--- config.mk ---
export PLATFORM = sky130hd
export DESIGN_NAME = vc_arbiter
export DESIGN_NICKNAME = d
export VERILOG_FILES = /design/src/rtl/vc_arbiter_pkg.sv /design/src/rtl/vc_arbiter_sat_counter.sv /design/src/rtl/vc_arbiter.sv
export SDC_FILE = /design/constraint.sdc
export NUM_CORES = 1
export LEC_CHECK = 0
export ABC_AREA = 1
export CAP_MARGIN = 40
export CORE_MARGIN = 3
export CORE_UTILIZATION = 43
export DETAILED_ROUTE_END_ITERATION = 10
export PLACE_DENSITY = 0.87
export SETUP_SLACK_MARGIN = 0.02
export SLEW_MARGIN = 10
export SYNTH_ARGS = -nofsm -noshare
export SYNTH_HDL_FRONTEND = slang
export SYNTH_SLANG_ARGS = --single-unit
--- constraint.sdc ---
create_clock -name clk -period 1.69 [get_ports clk]
set_input_delay 0.507 -clock clk [delete_from_list [all_inputs] [get_ports clk]]
set_output_delay 0.507 -clock clk [all_outputs]
set_load 0.02 [all_outputs]
--- src/rtl/vc_arbiter_pkg.sv ---
// Shared definitions for the virtual-channel arbiter: default geometry,
// grant counter width and the arbiter state encoding.
package vc_arbiter_pkg;

   localparam int DATA_WIDTH_DEF = 6;
   localparam int DEST_BIT_DEF   = 4;
   localparam int VC0_WEIGHT_DEF = 4;
   localparam int GRANT_CNT_W    = 8;

   typedef enum logic {
      ST_IDLE = 1'b0,
      ST_RUN  = 1'b1
   } arb_state_e;

endpackage

--- src/rtl/vc_arbiter_sat_counter.sv ---
// Saturating up-counter; sticks at all-ones instead of wrapping.
module sat_counter #(
   parameter int WIDTH = 8
) (
   input  logic             clk,
   input  logic             reset,
   input  logic             inc,
   output logic [WIDTH-1:0] count
);

   always_ff @(posedge clk or negedge reset) begin
      if (!reset) begin
         count <= '0;
      end else if (inc && (count != {WIDTH{1'b1}})) begin
         count <= count + WIDTH'(1);
      end
   end

endmodule

--- src/rtl/vc_arbiter.sv ---
// Two-VC weighted arbiter feeding two destination FIFOs. Pops are combinational
// from eligible VC heads; the popped word is pushed to its destination one cycle later.
module vc_arbiter
   import vc_arbiter_pkg::*;
#(
   parameter int DATA_WIDTH = DATA_WIDTH_DEF,
   parameter int DEST_BIT   = DEST_BIT_DEF,
   parameter int VC0_WEIGHT = VC0_WEIGHT_DEF
) (
   input  logic                  clk,
   input  logic                  reset,
   input  logic                  enable,
   input  logic                  vc0_empty,
   input  logic                  vc1_empty,
   input  logic [DATA_WIDTH-1:0] vc0_data,
   input  logic [DATA_WIDTH-1:0] vc1_data,
   input  logic                  d0_almost_full,
   input  logic                  d1_almost_full,
   output logic                  vc0_pop,
   output logic                  vc1_pop,
   output logic                  d0_push,
   output logic                  d1_push,
   output logic [DATA_WIDTH-1:0] d_data_out,
   output logic                  arb_idle,
   output logic [7:0]            vc0_grants,
   output logic [7:0]            vc1_grants
);

   localparam int                 BURST_W   = $clog2(VC0_WEIGHT + 1);
   localparam logic [BURST_W-1:0] BURST_MAX = BURST_W'(VC0_WEIGHT);

   arb_state_e            state, state_next;
   logic [BURST_W-1:0]    burst_cnt;
   logic                  run_ok;
   logic                  blocked0, blocked1;
   logic                  elig0, elig1;
   logic                  grant0, grant1, grant_any;
   logic [DATA_WIDTH-1:0] pop_word;

   always_comb begin
      state_next = state;
      case (state)
         ST_IDLE: if (enable)  state_next = ST_RUN;
         ST_RUN:  if (!enable) state_next = ST_IDLE;
         default: state_next = ST_IDLE;
      endcase
   end

   // A VC is only a candidate when its head's own destination can take a word,
   // so a blocked head never starves the other VC.
   assign run_ok   = (state == ST_RUN) && enable;
   assign blocked0 = vc0_data[DEST_BIT] ? d1_almost_full : d0_almost_full;
   assign blocked1 = vc1_data[DEST_BIT] ? d1_almost_full : d0_almost_full;
   assign elig0    = run_ok && !vc0_empty && !blocked0;
   assign elig1    = run_ok && !vc1_empty && !blocked1;

   assign grant1    = elig1 && (!elig0 || (burst_cnt == BURST_MAX));
   assign grant0    = elig0 && !grant1;
   assign grant_any = grant0 || grant1;
   assign pop_word  = grant1 ? vc1_data : vc0_data;

   assign vc0_pop  = grant0;
   assign vc1_pop  = grant1;
   assign arb_idle = (state == ST_IDLE) && !d0_push && !d1_push;

   // Grant stage -> push stage
   always_ff @(posedge clk or negedge reset) begin
      if (!reset) begin
         state      <= ST_IDLE;
         burst_cnt  <= '0;
         d0_push    <= 1'b0;
         d1_push    <= 1'b0;
         d_data_out <= '0;
      end else begin
         state   <= state_next;
         d0_push <= grant_any && !pop_word[DEST_BIT];
         d1_push <= grant_any &&  pop_word[DEST_BIT];
         if (grant_any) d_data_out <= pop_word;
         if (grant1) begin
            burst_cnt <= '0;
         end else if (grant0 && (burst_cnt != BURST_MAX)) begin
            burst_cnt <= burst_cnt + BURST_W'(1);
         end
      end
   end

   sat_counter #(.WIDTH(GRANT_CNT_W)) u_vc0_grants (
      .clk   (clk),
      .reset (reset),
      .inc   (grant0),
      .count (vc0_grants)
   );

   sat_counter #(.WIDTH(GRANT_CNT_W)) u_vc1_grants (
      .clk   (clk),
      .reset (reset),
      .inc   (grant1),
      .count (vc1_grants)
   );

endmodule
* Word level (Yosys, flattened, before mapping)
Cells that the tools add are included.
** Storage, ports and cells
- ROM bits :: 0
- Input port bits :: 19
- Memory bits (writable) :: 0
- Latch bits :: 0
- Output and inout bits :: 27
- Word-level logic and storage cells :: 47
- Bits in registers :: 28
- Memories :: 0
** Operators by class
- Bitwise operators :: 1
- Order comparisons :: 0
- Muxes and demuxes :: 6
- $add $sub $neg :: 3
- Shift-type cells :: 0
- Reduce and logical (&&, ||, !) cells :: 26
- Equality and inequality tests :: 4
- Multipliers :: 0
- Div/mod/pow operators :: 0
** Operators by type and width (number)
- 8-bit by 1-bit adder with 8-bit output (second input constant) :: 2
- 8-bit inequality test (second input constant) :: 2
- 1-bit logical AND :: 14
- 1-bit zero test :: 9
- 3-bit 2-to-1 mux :: 2
- 6-bit 2-to-1 mux :: 1
- 3-bit by 1-bit adder with 3-bit output (second input constant) :: 1
- 3-bit equality test (second input constant) :: 1
- 1-bit 2-to-1 mux :: 3
- 3-bit inequality test (second input constant) :: 1
- 1-bit logical OR :: 2
- 2-bit nonzero test :: 1
- 1-bit NOT :: 1

* Depth between registers and ports, before layout
Gate-level depths: netlist (run 1).
- Depth in word-level cells :: 11
- Depth in mapped cells :: 9
- Mapped depth without buffers :: 9

* Hierarchy
Synthesis (run 1) repeated with hierarchy kept, for this count alone.
** Second synthesis, totals
- Cells, all modules :: 202
- Area, all modules :: 1686.6 um^2
** By module, submodules not included
- sat_counter :: area an instance 483.0 um^2, cells an instance 63, instances 2, seq. area each 200.2 um^2
- vc_arbiter :: area an instance 720.7 um^2, cells an instance 76, instances 1, seq. area each 300.3 um^2

* Least setup slack after synthesis (run 1)
Ideal clock, no wire load.
- Path kind :: input to output
- From :: in vc1_empty
- To :: out vc1_pop
- Setup slack :: 11 ps
- Arrival time :: 1172 ps
- Data required time :: 1183 ps
- Path buffers :: 1
- Stages on the path :: 6
- Path through :: inv_1 -> nand3_1 -> nor2_4 -> nand2_4 -> inv_4 -> buf_6
** Between the ends
- Word-level cells in the longest chain between the ends :: 4
** Ends and longest elaborated chain
- start, declared :: RTL line vc_arbiter.sv:14 : input logic vc1_empty,
- 1-bit zero test :: RTL line vc_arbiter.sv:55 : assign elig1 = run_ok && !vc1_empty && !blocked1;
- 1-bit logical AND (2 in series) :: RTL line vc_arbiter.sv:55
- 1-bit logical AND :: RTL line vc_arbiter.sv:57 : assign grant1 = elig1 && (!elig0 || (burst_cnt == BURST_MAX));
- end, declared :: RTL line vc_arbiter.sv:20 : output logic vc1_pop,
Every way passes these cells.

* Worst setup path after layout (run 1)
- From :: reg burst_cnt[0]
- To :: out vc1_pop
** Between the ends
- Word-level cells in the longest chain between the ends :: 3
** Ends and longest elaborated chain
- start, declared :: RTL line vc_arbiter.sv:33 : logic [BURST_W-1:0] burst_cnt;
- start signal, assigned :: RTL line vc_arbiter.sv:82 : burst_cnt <= burst_cnt + BURST_W'(1);
- 3-bit equality test :: RTL line vc_arbiter.sv:57
- 1-bit logical OR :: RTL line vc_arbiter.sv:57
- 1-bit logical AND :: RTL line vc_arbiter.sv:57
Every way passes these cells.

==> results.sh, run 1 <==
export IMPL_status="complete, but fails checks"
export IMPL_failed_checks="setup timing"
export IMPL_tightest_slew_ns=0.359
export IMPL_synthCells=187
export IMPL_fin_worst_skew_ns=0.00960
export IMPL_synth_simple_area_share_pct=38.8
export IMPL_synth_edf_count=0
export IMPL_io_buffers=45
export IMPL_clock_sinks=28
export IMPL_dr_pass1_iters=4
export IMPL_critPathMaxFanout=2
export IMPL_grt_pass1_wl_um=6740
export IMPL_antenna_found_initial=0
export IMPL_final_nets=292
export IMPL_p_per_area_nw_per_um2=946
export IMPL_synth_seq_cells=28
export IMPL_viasPerCell=4.93
export IMPL_hpwl_um=2790
export IMPL_mostFrequentLayoutCells="nand2_1, buf_4, dfrtp_1"
export IMPL_fin_area_um2=2450
export IMPL_syn_area_um2=1610
export IMPL_ys_warn_count=0
export IMPL_holdPathEnd="state$_DFF_PN0_"
export IMPL_synth_top_family_by_area="simple AND/OR/NAND/NOR gates"
export IMPL_cts_buffer_depth=2
export IMPL_area_growth_pct=51.9
export IMPL_holdBufCountCts=0
export IMPL_relSlewSlack_pct=76.0
export IMPL_placed_area_um2=2280
export IMPL_worstSetupStartpointType="flop"
export IMPL_critPathCaptureType="primary output"
export IMPL_overflow=0
export IMPL_placedCellCount=299
export IMPL_clk_pin_slew_ns=0.10
export IMPL_fin_total_pwr_mw=2.31
export IMPL_fin_ws_ns=-0.122
export IMPL_worst_hold_slack_ns=0.384
export IMPL_core_um2=3470
export IMPL_hold_path_class="in -> reg"
export IMPL_synthArstFlopShare_pct=100
export IMPL_fin_cells=314
export IMPL_clock_fmax_mhz=552
export IMPL_drv_cap=0
export IMPL_postSynthAreaPerCell_um2=8.62
export IMPL_cp_required_ns=1.18
export IMPL_period_minus_slack_ns=1.81
export IMPL_synth_compound_area_share_pct=3.18
export IMPL_synth_xor_area_share_pct=5.43
export IMPL_grt_max_degree=29
export IMPL_die_w_um=67.2
export IMPL_cts_root_buffer_cell="clkbuf_8"
export IMPL_vias=1547
export IMPL_grt_pass1_vias=1538
export IMPL_fin_util_pct=70.6
export IMPL_setup_tns_final_ns=-0.240
export IMPL_tritoncts="done"
export IMPL_die_height_um=67.2
export IMPL_syn_nets=210
export IMPL_place_congestion=0.829
export IMPL_final_hold_viol_count=0
export IMPL_min_path_cells=1
export IMPL_insertedDiodeCount=0
export IMPL_die_area_um2=4520
export IMPL_final_period_utilization_pct=107
export IMPL_rsz0062_at_grt="true"
export IMPL_layout_commonest_cell="nand2_1"
export IMPL_slew_violations=0
export IMPL_ant_nets=0
export IMPL_p_leak_nw=1.32
export IMPL_drive_above_1_share_pct=32.8
export IMPL_wirelength_um=3950
export IMPL_synth_fa_ha_area_share_pct=3.11
export IMPL_yosysSeqAreaShare_pct=43.5
export IMPL_drc=0
export IMPL_grt_usage_pct=19.5
export IMPL_dr_first_iter_drc_count=71
export IMPL_setup_viol=2
export IMPL_r2r_slack_ns=0.13
export IMPL_htree_levels=1
export IMPL_worstHoldStart="enable"
export IMPL_crit_reg2reg_launch="burst_cnt[0]$_DFFE_PN0P_"
export IMPL_cp_arrival_ns=1.30
export IMPL_r2r_cells=10
export IMPL_rows=21
export IMPL_yosys_most_used_dff="dfrtp_1"
export IMPL_yosysUniqueCellTypes=25
export IMPL_critPathKind="reg -> out"
export IMPL_wl_per_cell_um=12.6
export IMPL_cts_made_buffers=3
export IMPL_clock_latency_ns=0.28
export IMPL_place_ws_ns=-0.921
export IMPL_pin_count=46
export IMPL_max_vdd_ir_drop_mv=0.729
export IMPL_synth_area_mux_share_pct=0
export IMPL_reg2reg_to="u_vc1_grants.count[2]$_DFFE_PN0P_"
export IMPL_start_util_pct=46.5
cell families after synthesis:
logic type,count (synthesis)
simple gates,116
fa+ha+maj,4
flops,28
xor+xnor,10
buf+inv,21
compound gates,8
metal layers:
| layer | routed length, um | up-vias | GRT usage, % |
|---|---|---|---|
| met5 | 0 | - | 0 |
| met4 | 42 | 0 | 5.32 |
| met3 | 244 | 5 | 3.00 |
| met2 | 1990 | 52 | 35.7 |
| met1 | 1680 | 724 | 23.6 |
| li1 | - | 766 | - |
cell type report:
cell class                      count  area [um2]
Clock buffer                        3        41.3
Timing Repair Buffer               79         661
Multi-Input combinational cell    138         878
Inverter                           19        78.8
Clock inverter                      1        30.0
Sequential cell                    28         701
Fill cell                         295        1020
Tap cell                           46        57.6
critical path: stages (launching register included):
cell and delay, ns:
dfrtp_1 0.37, inv_2 0.06, ha_4 0.16, nand2_4 0.06, nand4_4 0.12, nand2_4 0.10, inv_4 0.04, buf_6 0.12
flip-flops by register name (all words and copies together), names as in the netlist:
signal	cells
d_data_out	6
state	1
d1_push	1
u_vc0_grants.count	8
burst_cnt	3
u_vc1_grants.count	8
d0_push	1
power by group:
part | internal (mW) | switching (mW) | leakage (nW)
sequential | 0.796 | 0.0946 | 0.365
clock | 0.318 | 0.215 | 0.0357
combinational | 0.412 | 0.479 | 0.916
cell usage after synthesis, types with 2 or more instances:
cell | n | area (um2)
nor2_1 | 2 | 7.51
nand3_1 | 25 | 125
nand2_1 | 59 | 221
nand3_2 | 10 | 100
nand4_1 | 3 | 18.8
o21ai_1 | 2 | 10.0
nand2_2 | 5 | 31.3
dfrtp_1 | 28 | 701
nor2_4 | 4 | 45.0
xnor2_1 | 7 | 61.3
xor2_1 | 3 | 26.3
inv_2 | 3 | 11.3
inv_1 | 15 | 56.3
ha_1 | 4 | 50.1
buf_6 | 2 | 22.5
o21ai_0 | 4 | 20.0
nand2_4 | 3 | 33.8
what timing repair did:
action,in CTS,in global routing
resized for setup,59,20
pin swaps,7,10
endpoints found under the setup margin,52,16
setup buffers,6,6
worst max-delay path by stage:
| stage | from | to | slack (ns) | cells after the start |
|---|---|---|---|---|
| 6_report | burst_cnt[0]$_DFFE_PN0P_ | vc1_pop | -0.12 | 7 |
| 5_1_grt | state$_DFF_PN0_ | vc0_pop | -0.19 | 5 |
| 4_1_cts | d1_almost_full | vc0_pop | -0.18 | 7 |
| 3_5_place_dp | enable | vc0_pop | -0.92 | 6 |
| 3_3_place_gp | vc1_data[4] | vc1_pop | -0.89 | 8 |
| 2_1_floorplan | vc1_data[4] | vc1_pop | 0.02 | 7 |
Power figures use the tool's default switching activity.
==> inputs of run 2 (changes only) <==
--- a/constraint.sdc
+++ b/constraint.sdc
@@ -3,2 +3,2 @@
 set_output_delay 0.507 -clock clk [all_outputs]
-set_load 0.02 [all_outputs]
+set_load 0.1 [all_outputs]
==> run 2 against run 1 <==
Compared with the run above: the run still ends with setup timing left; sequential cell count unchanged; register-to-register slack worse by 0.02 ns; clock skew fell by 0.0056 ns.
==> results.sh, run 2 (same netlist as run 1, synthesis figures left out) <==
export IMPL_pin_count=46
export IMPL_antenna_found_initial=0
export IMPL_period_minus_slack_ns=1.89
export IMPL_slew_violations=0
export IMPL_crit_reg2reg_launch="state$_DFF_PN0_"
export IMPL_failed_checks="setup timing"
export IMPL_mostFrequentLayoutCells="nand2_1, buf_12, nand3_1"
export IMPL_fin_util_pct=78.4
export IMPL_clock_fmax_mhz=529
export IMPL_hpwl_um=3080
export IMPL_htree_levels=1
export IMPL_cts_made_buffers=3
export IMPL_status="complete, but fails checks"
export IMPL_critPathCaptureType="primary output"
export IMPL_cp_arrival_ns=1.38
export IMPL_final_hold_viol_count=0
export IMPL_max_vdd_ir_drop_mv=1.19
export IMPL_wl_per_cell_um=13.7
export IMPL_worst_hold_slack_ns=0.421
export IMPL_grt_usage_pct=20.1
export IMPL_critPathMaxFanout=3
export IMPL_area_growth_pct=68.6
export IMPL_top_regs="u_vc0_grants.count: 8 flops, u_vc1_grants.count: 8 flops, d_data_out: 6 flops"
export IMPL_relSlewSlack_pct=79.8
export IMPL_wirelength_um=4110
export IMPL_fillers=219
export IMPL_die_w_um=67.2
export IMPL_grt_pass1_vias=1621
export IMPL_place_congestion=0.828
export IMPL_r2r_slack_ns=0.11
export IMPL_final_period_utilization_pct=112
export IMPL_vias=1514
export IMPL_crit_buf_inv=1
export IMPL_rows=21
export IMPL_final_nets=278
export IMPL_rsz0062_at_grt="true"
export IMPL_start_util_pct=46.5
export IMPL_drive_above_1_share_pct=45.3
export IMPL_clock_sinks=28
export IMPL_p_leak_nw=1.27
export IMPL_p_per_area_nw_per_um2=1230
export IMPL_die_height_um=67.2
export IMPL_fin_total_pwr_mw=3.35
export IMPL_min_path_cells=1
export IMPL_dr_pass1_iters=4
export IMPL_die_area_um2=4520
export IMPL_cp_required_ns=1.18
export IMPL_grt_pass1_wl_um=6980
export IMPL_cts_root_buffer_cell="clkbuf_8"
export IMPL_fin_ws_ns=-0.200
export IMPL_tightest_slew_ns=0.303
export IMPL_setup_viol=3
export IMPL_critPathKind="reg -> out"
export IMPL_viasPerCell=5.05
export IMPL_fin_worst_skew_ns=0.00398
export IMPL_io_buffers=45
export IMPL_worstHoldStart="enable"
export IMPL_dr_first_iter_drc_count=41
export IMPL_overflow=0
export IMPL_core_um2=3470
export IMPL_layout_commonest_cell="nand2_1"
export IMPL_holdPathEnd="state$_DFF_PN0_"
export IMPL_clock_latency_ns=0.28
export IMPL_path_delay_family="flip-flops"
export IMPL_insertedDiodeCount=0
export IMPL_cp_slowest_stage_delay_ns=0.45
export IMPL_crit_slowest_cell="dfrtp_2"
export IMPL_grt_max_degree=29
export IMPL_drc=0
export IMPL_hold_path_class="in -> reg"
export IMPL_r2r_cells=10
export IMPL_drv_cap=0
export IMPL_cts_buffer_depth=2
export IMPL_worstSetupStartpointType="flop"
export IMPL_reg2reg_to="u_vc0_grants.count[1]$_DFFE_PN0P_"
export IMPL_crit_chain="nand2_8, nor2_4, nand3_2, a21oi_4, buf_12"
export IMPL_clk_pin_slew_ns=0.09
export IMPL_ant_nets=0
export IMPL_tritoncts="done"
==> run 2: worst max-delay path by stage <==
| stage | from | end | slack (ns) | cells after the start |
|---|---|---|---|---|
| finish | state$_DFF_PN0_ | vc0_pop | -0.20 | 5 |
| global route | state$_DFF_PN0_ | vc0_pop | -0.28 | 5 |
| CTS | state$_DFF_PN0_ | vc0_pop | -0.18 | 5 |
| detailed placement | enable | vc1_pop | -0.60 | 6 |
| global placement | enable | vc1_pop | -0.58 | 6 |
| floorplan | d0_push$_DFF_PN0_ | arb_idle | -0.28 | 1 |
==> run 2: stage by stage <==
stage	cells	setup TNS (ns)	area, um2	worst slack [ns]
final	300	-0.447	2720	-0.200
after global routing	300	-0.623	2720	-0.280
after CTS	298	-0.447	2700	-0.184
after detailed placement	288	-12.45	2540	-0.602
after global placement	288	-10.94	2540	-0.578
after floorplan	187	-1.71	1700	-0.278
==> run 2: metal layers <==
| metal | vias to the layer above | GRT usage [%] | wire, um |
|---|---|---|---|
| met1 | 723 | 24.1 | 1780 |
| li1 | 738 | - | - |
| met3 | 4 | 3.16 | 235 |
| met2 | 49 | 36.0 | 2050 |
| met4 | 0 | 7.59 | 48 |
| met5 | - | 0 | 0 |
==> run 2: area by class of cell <==
| cell class | count | area (um2) | share of cell area (%) |
|---|---|---|---|
| multi-input cells | 138 | 910 | 33.5 |
| repair buffers | 65 | 875 | 32.2 |
| flip-flops and latches | 28 | 728 | 26.8 |
| inverters | 19 | 76.3 | 2.81 |
| well taps | 46 | 57.6 | 2.12 |
| clock buffers | 3 | 41.3 | 1.52 |
| clock inverters | 1 | 30.0 | 1.10 |
==> run 2: worst register-to-register path, cell delays in order, from the launching register on <==
cell and delay (ns):
dfrtp_2 0.45, nand2_8 0.06, nor2_4 0.12, nand3_2 0.11
a21oi_4 0.17, buf_4 0.13, buf_4 0.10, buf_8 0.13
nand2_8 0.08, nand2_1 0.07, nand2_1 0.06
==> run 2: repair_timing <==
action                     CTS  global route
setup endpoints to repair   30             3
gates resized for setup     27             6
setup buffers                6             2
hold buffers                 0             0
pin swaps                   10             2
==> run 2: power breakdown <==
part	internal [mW]	leakage, nW	total, mW	switching (mW)
Clock	0.318	0.0357	0.537	0.219
Combinational	0.676	0.897	1.78	1.10
Sequential	0.817	0.341	1.03	0.217
Total	1.81	1.27	3.35	1.53
==> inputs of run 3 (changes only) <==
Settings changed: SETUP_SLACK_MARGIN 0.02 to 0.5.
Clock period 1.69 ns to 1.66 ns, I/O delays scaled along.
==> run 3 against run 2 <==
Compared with the run above: synthesized area is the same; synthesized cell count is the same; the flow now stops in global routing.
==> results.sh, run 3 <==
export IMPL_cts_made_buffers=3
export IMPL_tool_error="[ERROR DPL-0033] detailed placement checks failed during check placement."
export IMPL_synth_top_cell_area_share_pct=43.5
export IMPL_cts_buffer_depth=2
export IMPL_synth_area_top_cells="dfrtp_1, nand2_1, nand3_1, nand3_2, xnor2_1"
export IMPL_placedCellCount=289
export IMPL_worstEndpointType="top-level output"
export IMPL_yosysUniqueCellTypes=25
export IMPL_yosys_most_used_dff="dfrtp_1"
export IMPL_pin_count=46
export IMPL_start_util_pct=46.5
export IMPL_synth_area_leader_cell="dfrtp_1"
export IMPL_synthArstFlopShare_pct=100
export IMPL_synth_common_cells="nand2_1, dfrtp_1, nand3_1"
export IMPL_ys_warn_count=0
export IMPL_haltStage="global routing"
export IMPL_place_congestion=0.804
export IMPL_antenna_found_initial=0
export IMPL_postSynthAreaPerCell_um2=8.62
export IMPL_htree_levels=1
export IMPL_die_w_um=67.2
export IMPL_die_height_um=67.2
export IMPL_status="aborted with a tool error"
export IMPL_worstEndpointGrtRepair="vc0_pop"
export IMPL_post_synth_top_count_cell="nand2_1"
export IMPL_synth_edf_count=0
export IMPL_synthCells=187
export IMPL_syn_area_um2=1610
export IMPL_syn_nets=210
export IMPL_grt_max_degree=29
export IMPL_io_buffers=45
export IMPL_clock_sinks=28
export IMPL_rows=21
export IMPL_yosysSeqAreaShare_pct=43.5
export IMPL_cts_root_buffer_cell="clkbuf_8"
export IMPL_synth_seq_cells=28
export IMPL_hpwl_um=3200
[run 3: timing repair]
action	4_1_cts
gates resized for setup	72
setup endpoints to repair	54
buffers inserted	30
pin swaps	15
cloned	2
hold buffers	0
[run 3: cell families after synthesis]
logic type               synth area share (%)
AO/OA/AOI/OAI                            3.18
XOR/XNOR                                 5.44
adder cells (fa/ha/maj)                  3.11
buffers and inverters                    5.98
flip-flops                               43.5
AND/OR/NAND/NOR                          38.8
[run 3: stage by stage]
stage	setup slack, ns	hold slack, ns	area (um2)	utilization, %	TNS [ns]
floorplan	-0.299	0.202	1800	-	-2.10
global placement	-0.606	0.510	2660	76.6	-12.24
detailed placement	-0.667	0.526	2660	76.6	-14.46
CTS	-0.235	0.409	3190	92.0	-0.539
==> inputs of run 4 (changes only) <==
Settings changed: CORE_UTILIZATION 43 to 40, PLACE_DENSITY 0.87 to not set, PLACE_DENSITY_LB_ADDON set to 0.15, SETUP_SLACK_MARGIN 0.5 to not set.
Clock period 1.66 ns to 2.15 ns, I/O delays scaled along.
==> run 4 against run 3 <==
Compared with the run above: the run now ends clean.
==> results.sh, run 4 (same netlist as run 1, synthesis figures left out) <==
export IMPL_status="finished, final reports clean"
export IMPL_drive_above_1_share_pct=38.4
export IMPL_relSlewSlack_pct=75.8
export IMPL_worstSetupStartpointType="primary input"
export IMPL_clock_latency_ns=0.28
export IMPL_gr_usage_met2_pct=28.8
export IMPL_critPathKind="in -> out"
export IMPL_dr_first_iter_drc_count=68
export IMPL_dr_pass1_iters=4
export IMPL_max_vdd_ir_drop_mv=0.897
export IMPL_fin_cells=298
export IMPL_p_per_area_nw_per_um2=949
export IMPL_mostFrequentLayoutCells="nand2_1, buf_12, dfrtp_1"
export IMPL_p_leak_nw=1.25
export IMPL_place_congestion=0.781
export IMPL_cts_buffer_depth=2
export IMPL_period_minus_slack_ns=2.09
export IMPL_rows=22
export IMPL_min_path_cells=2
export IMPL_grt_max_degree=29
export IMPL_grt_util_met3_pct=2.46
export IMPL_holdPathEnd="d_data_out[2]$_DFFE_PN0N_"
export IMPL_setup_viol=0
export IMPL_hold_path_class="reg -> reg"
export IMPL_fin_util_pct=67.8
export IMPL_grt_pass1_wl_um=6580
export IMPL_die_w_um=69.5
export IMPL_vias=1453
export IMPL_fillers=297
export IMPL_fin_worst_skew_ns=0.00477
export IMPL_tightest_slew_ns=0.363
export IMPL_top_regs="u_vc0_grants.count: 8 flops, u_vc1_grants.count: 8 flops, d_data_out: 6 flops"
export IMPL_critPathCaptureType="primary output"
export IMPL_setup_tns_final_ns=0
export IMPL_clock_fmax_mhz=479
export IMPL_hpwl_um=2720
export IMPL_clk_pin_slew_ns=0.09
export IMPL_grt_usage_pct=16.5
export IMPL_placedCellCount=290
export IMPL_fin_ws_ns=0.0640
export IMPL_die_area_um2=4830
export IMPL_critPathLaunch="enable"
export IMPL_die_height_um=69.5
export IMPL_slew_violations=0
export IMPL_tritoncts="done"
export IMPL_worst_hold_slack_ns=0.509
export IMPL_io_buffers=45
export IMPL_htree_levels=1
export IMPL_place_ws_ns=-0.440
export IMPL_start_util_pct=42.7
export IMPL_worstHoldStart="d_data_out[2]$_DFFE_PN0N_"
export IMPL_viasPerCell=4.88
export IMPL_final_nets=274
export IMPL_r2r_slack_ns=0.54
export IMPL_holdBufCountCts=0
export IMPL_grtUsageMet1_pct=20.4
export IMPL_r2r_cells=7
export IMPL_drv_cap=0
export IMPL_overflow=0
export IMPL_final_hold_viol_count=0
export IMPL_ant_nets=0
export IMPL_area_growth_pct=58.7
export IMPL_wirelength_um=3690
export IMPL_drc=0
export IMPL_final_period_utilization_pct=97.0
export IMPL_antenna_found_initial=0
export IMPL_reg2reg_to="u_vc1_grants.count[5]$_DFFE_PN0P_"
export IMPL_cp_required_ns=1.50
export IMPL_clock_sinks=28
export IMPL_pin_count=46
export IMPL_core_um2=3770
export IMPL_insertedDiodeCount=0
export IMPL_critPathMaxFanout=3
export IMPL_cp_arrival_ns=1.44
export IMPL_busiest_layer="met2"
export IMPL_layout_commonest_cell="nand2_1"
export IMPL_cts_root_buffer_cell="clkbuf_8"
export IMPL_wl_per_cell_um=12.4
export IMPL_crit_reg2reg_launch="u_vc1_grants.count[0]$_DFFE_PN0P_"
export IMPL_grt_pass1_vias=1494
export IMPL_cts_made_buffers=3
run 4: stage by stage:
stage | power (mW) | cell area, um2
finish | 2.43 | 2560
global route | 2.53 | 2560
CTS | 2.44 | 2560
detailed placement | 2.09 | 2480
floorplan | 1.57 | 1640
global placement | 2.07 | 2480
run 4: report_power, final:
group	switching [mW]	leakage [nW]	internal [mW]
logic	0.839	0.857	0.472
registers	0.157	0.361	0.626
clock network	0.169	0.0288	0.164
total	1.16	1.25	1.26
run 4: how the worst max path moves through the flow:
stage | to | slack (ns)
after global routing | vc0_pop | -0.003
after detailed placement | vc1_pop | -0.44
final | vc0_pop | 0.06
after floorplan | vc0_pop | -0.08
after CTS | vc1_pop | 0.008
after global placement | vc1_pop | -0.42
run 4: repair_timing:
action	4_1_cts	5_1_grt
pin swaps	6	6
endpoints found under the hold margin	0	0
setup endpoints to repair	2	2
resized for setup	21	12
buffers inserted	3	1
run 4: final cells by class:
cell class	count	area, um2	share of cell area (%)
clock buffers	4	55.1	2.15
inverters	19	73.8	2.89
multi-input cells	138	868	34.0
flip-flops and latches	28	704	27.5
well taps	48	60.1	2.35
repair buffers	61	796	31.1
run 4: layer usage:
| layer | up-vias | share of wire, % |
|---|---|---|
| li1 | 729 | - |
| met1 | 686 | 44 |
| met2 | 33 | 49 |
| met3 | 5 | 4.6 |
| met4 | 0 | 1.5 |
| met5 | - | 0 |
run 4: critical path: stages:
cell     delay (ns)
buf_4          0.12
nand2_8        0.05
nor2_4         0.15
nand3_2        0.12
a21oi_4        0.16
buf_12         0.19
